File: config.mk
export PLATFORM = sky130hd
export DESIGN_NAME = logic2_pipe
export DESIGN_NICKNAME = d
export VERILOG_FILES = /design/src/rtl/logic2_pipe.sv
export SDC_FILE = /design/constraint.sdc
export NUM_CORES = 1
export LEC_CHECK = 0
export CAP_MARGIN = 25
export CORE_AREA = 2 2 58 60
export CTS_CLUSTER_SIZE = 8
export DETAILED_ROUTE_END_ITERATION = 12
export DIE_AREA = 0 0 60 62
export DONT_BUFFER_PORTS = 1
export GPL_ROUTABILITY_DRIVEN = 0
export SLEW_MARGIN = 20
export SYNTH_ARGS = -nofsm -noshare
export SYNTH_HDL_FRONTEND = slang
export SYNTH_SLANG_ARGS = --single-unit
File: constraint.sdc
create_clock -name clk -period 1.9 [get_ports clk]
set_input_delay 0.38 -clock clk [delete_from_list [all_inputs] [get_ports clk]]
set_output_delay 0.38 -clock clk [all_outputs]
set_load 0.01 [all_outputs]
File: src/rtl/logic2_pipe.sv
`default_nettype none
// ============================================================================
//  Module      : logic2_pipe
//  Description : Pipelined two-operand bitwise logic unit (AND/OR/XOR/NAND)
//                with valid/ready handshaking, bubble absorption and a
//                saturating delivered-result counter.
//  Revision    : 1.0  initial release
// ============================================================================
module logic2_pipe #(
    parameter int WIDTH  = 2,
    parameter int STAGES = 2,
    parameter int CNT_W  = 16
) (
    input  logic             clk,
    input  logic             reset,
    input  logic [WIDTH-1:0] a,
    input  logic [WIDTH-1:0] b,
    input  logic [1:0]       op,
    input  logic             in_valid,
    output logic             in_ready,
    output logic [WIDTH-1:0] c,
    output logic             out_valid,
    input  logic             out_ready,
    output logic [CNT_W-1:0] result_cnt
);

    localparam logic [1:0]       c_OP_AND  = 2'b00;
    localparam logic [1:0]       c_OP_OR   = 2'b01;
    localparam logic [1:0]       c_OP_XOR  = 2'b10;
    localparam int               c_LAST    = STAGES - 1;
    localparam logic [CNT_W-1:0] c_CNT_ONE = CNT_W'(1);
    localparam logic [CNT_W-1:0] c_CNT_MAX = '1;

    logic [WIDTH-1:0]  w_result;
    logic [STAGES-1:0] w_adv;
    logic [STAGES-1:0] r_valid;
    logic [WIDTH-1:0]  r_data [STAGES];
    logic [CNT_W-1:0]  r_cnt;
    logic              w_deliver;

    // Selected bitwise operation on the incoming operands.
    always_comb begin
        w_result = '0;
        case (op)
            c_OP_AND: w_result = a & b;
            c_OP_OR:  w_result = a | b;
            c_OP_XOR: w_result = a ^ b;
            default:  w_result = ~(a & b);
        endcase
    end

    // Advance chain: a stage moves when it is empty or its successor moves;
    // evaluated from the output end backwards so bubbles collapse under stall.
    always_comb begin
        w_adv         = '0;
        w_adv[c_LAST] = out_ready || !r_valid[c_LAST];
        for (int k = STAGES - 2; k >= 0; k--) begin
            w_adv[k] = !r_valid[k] || w_adv[k+1];
        end
    end

    assign in_ready  = w_adv[0] && !reset;
    assign c         = r_data[c_LAST];
    assign out_valid = r_valid[c_LAST];
    assign w_deliver = r_valid[c_LAST] && out_ready;

    // Stage registers: data only moves with a valid beat so c stays stable
    // while empty; valid bits drop when a beat leaves with nothing behind it.
    always_ff @(posedge clk or posedge reset) begin
        if (reset) begin
            r_valid <= '0;
            for (int k = 0; k < STAGES; k++) begin
                r_data[k] <= '0;
            end
        end else begin
            if (w_adv[0]) begin
                r_valid[0] <= in_valid;
                if (in_valid) begin
                    r_data[0] <= w_result;
                end
            end
            for (int k = 1; k < STAGES; k++) begin
                if (w_adv[k]) begin
                    r_valid[k] <= r_valid[k-1];
                    if (r_valid[k-1]) begin
                        r_data[k] <= r_data[k-1];
                    end
                end
            end
        end
    end

    // Delivered-result counter, saturating at all-ones.
    always_ff @(posedge clk or posedge reset) begin
        if (reset) begin
            r_cnt <= '0;
        end else if (w_deliver && (r_cnt != c_CNT_MAX)) begin
            r_cnt <= r_cnt + c_CNT_ONE;
        end
    end

    assign result_cnt = r_cnt;

endmodule
`default_nettype wire

==> summary.txt <==
Run status
  – Status: finished, final reports clean

Global routing
  – GR Util met1: 0.1622
  – Met3 global-route usage: 0.05797
  – GRT Total Usage: 0.1394
  – Met2 usage: 0.2298
  – Initial antenna violation count: 0
  – GRT busiest layer: met2
  – Pin count of the biggest net entering global routing: 23
  – Vias in the first global route: 878
  – First-pass GRT wire length: 3884 um
  – Total grt overflow: 0

Worst setup path
  – R2r endpoint: result_cnt[1]
  – WP data arrival: 1.89 ns
  – Crit. End Element: register
  – Crit path launch type: register
  – Reg2Reg Setup Slack: 0.21 ns
  – Worst-path fanout max: 4
  – RR Startpoint: result_cnt[1]
  – Critical path class: reg2reg
  – CP required: 2.10 ns
  – Worst r2r path cells: 5

Timing
  – Max Clock Skew: 0.002111 ns
  – Post-Route Setup TNS: 0 ns
  – RSZ-0062 raised after global routing: false
  – Slew at the pin closest to its max-slew limit: 0.4810 ns
  – Final hold vios: 0
  – Setup violators final: 0
  – Max-slew violations: 0
  – Tcrit/Tclk final: 0.8890
  – FMAX: 592.1 MHz
  – Crit path time final: 1.689 ns
  – Max-slew headroom: 0.6781
  – Hold Slack: 0.02208 ns

Placement
  – Detailed Place HPWL: 1745 um
  – Post-Place Cell Area: 0.001267 mm2
  – Port Buffers: 0

Yosys
  – Distinct cell type count after synthesis: 33
  – Async SR Flop Fraction: 1.000
  – Synthesized area per cell: 10.24 um2
  – Ys Warns: 0
  – Sequential share of the synthesized area: 0.4636
  – Synth Cell Area: 0.001187 mm2
  – Post-synth EDFFs: 0
  – Seq cells post-synth: 22
  – Mapped Cells: 116
  – Share of the synthesized area in the top cell type: 0.4636
  – Primary FF master, synth: dfrtp_1
  – Net Count, Synth: 131
  – Synth area leader: dfrtp_1
  – Top cells by area, synth: dfrtp_1, xnor2_1, ha_1

Die
  – Die Height: 62 um
  – Initial Utilization: 0.3735
  – Core ar.: 0.003179 mm2
  – Cell Rows: 21
  – Io pins: 30
  – Total die area: 0.003720 mm2
  – Die Wd: 60 um

Detailed routing
  – DR iter-0 viols: 30
  – Drt wl/cell: 12.98 um
  – Via density: 5.041
  – Pre-antenna DRT Iters: 4
  – Wirelength, routed: 2193 um
  – Via count: 852
  – DR DRC count: 0
  – Antenna-violating nets left: 0

Clock tree
  – TritonCTS clock tree: yes
  – Setup bufs post-CTS: 0
  – Reg clk slew, reported paths: 0.12 ns
  – Clock sinks: 22
  – Clk root buf: clkbuf_4
  – Post-CTS resize count: 0
  – Clk buf depth: 2
  – CTS Buf Count: 3
  – Cts-stage hold buffer count: 0
  – H-tree depth: 1
  – Skew-Pair Late Insertion Delay: 0.30 ns

Pwr
  – Leakage power: 0.5725 nW
  – Worst vdd rail ir drop: 0.3319 mV
  – Pwr Density: 1019 mW/mm2

Finish
  – ANT cells: 0
  – Synth-to-layout area growth: 11.17%
  – Fillcell total: 322
  – Fin util: 0.4152
  – Layout cells sized above 1: 0.1382
  – Final #Nets: 139
  – Post-route cell area: 0.001320 mm2

Hold path
  – Min-Delay Path Class: in2async

Job
  – Number of max-cap violations: 0
## cell type report
| cell class | instances | area (um2) | area share |
|---|---|---|---|
| sequential | 22 | 550.5 | 0.4171 |
| timing repair buffer | 5 | 37.54 | 0.02844 |
| clock inverter | 1 | 30.03 | 0.02275 |
| tap | 46 | 57.56 | 0.04360 |
| multi-input combinational | 83 | 588.1 | 0.4455 |
| inverter | 9 | 33.78 | 0.02559 |
| clock buffer | 3 | 22.52 | 0.01706 |
## routing by layer
metal | share of wire | vias up | wire length (um)
met4 | 0.012 | 0 | 27
met3 | 0.098 | 2 | 215
li1 | - | 424 | -
met5 | 0 | - | 0
met2 | 0.48 | 28 | 1049
met1 | 0.41 | 398 | 900
## worst max-delay path by stage
stage / startpoint / endpoint / slack, ns / cells after the start
floorplan: result_cnt[0] / result_cnt[1] / 0.33 / 5
global placement: result_cnt[12] / result_cnt[9] / 0.23 / 4
detailed placement: result_cnt[1] / result_cnt[1] / 0.22 / 5
CTS: result_cnt[1] / result_cnt[1] / 0.20 / 5
global route: result_cnt[1] / result_cnt[1] / 0.02 / 5
finish: result_cnt[1] / result_cnt[1] / 0.21 / 5
## cell usage in the layout, fill, tap and decap left out, drive strengths merged, types with 2 or more instances in the layout
cell	synthesis	routed
a21oi	3	3
and2	3	3
a31oi	2	2
nor2b	3	3
inv	9	9
nor2	6	6
buf	2	5
xnor2	9	9
dfrtp	22	22
nand2b	4	4
clkbuf	0	3
o21ai	4	4
o211ai	2	2
nand2	8	8
nand3	4	4
and3	3	3
nor4	2	2
nor3	2	2
ha	5	5
mux2	4	4
nand4	8	8
## through the flow
stage / worst slack, ns / instances / power, mW
floorplan: 0.3282 / 116 / 0.9227
finish: 0.2110 / 169 / 1.345
CTS: 0.2006 / 169 / 1.369
global placement: 0.2296 / 165 / 0.9892
global route: 0.02194 / 169 / 1.449
detailed placement: 0.2221 / 165 / 1.010
## power breakdown
part,total [mW],switching (mW),internal [mW],leakage (nW)
combinational,0.291,0.148,0.143,0.265
sequential,0.703,0.140,0.563,0.280
clock,0.351,0.137,0.213,0.0279
## sequential cells by signal (all words and copies together), names as in the netlist
name	count
r_data	2
r_valid	2
c	2
result_cnt	16
## kinds of logic (layout without fill, tap and decap cells)
kind of cell | Yosys count | after routing | synth area share
AOI/OAI and AO/OA | 18 | 18 | 0.1012
and+or+nand+nor | 46 | 46 | 0.2297
DFF | 22 | 22 | 0.4636
xor gates and xnor gates | 10 | 10 | 0.07377
muxes | 4 | 4 | 0.03793
adders and majority gates | 5 | 5 | 0.05269
buffers and inverters | 11 | 18 | 0.04109
## Yosys cell counts, drive strengths merged, types with 2 or more instances
master and number:
a21oi 3, a31oi 2, and2 3, and3 3, buf 2, dfrtp 22, ha 5, inv 9
mux2 4, nand2 8, nand2b 4, nand3 4, nand4 8, nor2 6, nor2b 3, nor3 2
nor4 2, o211ai 2, o21ai 4, xnor2 9
## critical path, cell delays in order (launching register included)
cell and delay (ns):
dfrtp_1 0.46, ha_1 0.23, nand3_1 0.12, nor4_1 0.38, nor2_1 0.12, mux2_2 0.28
Power figures use the tool's default switching activity.
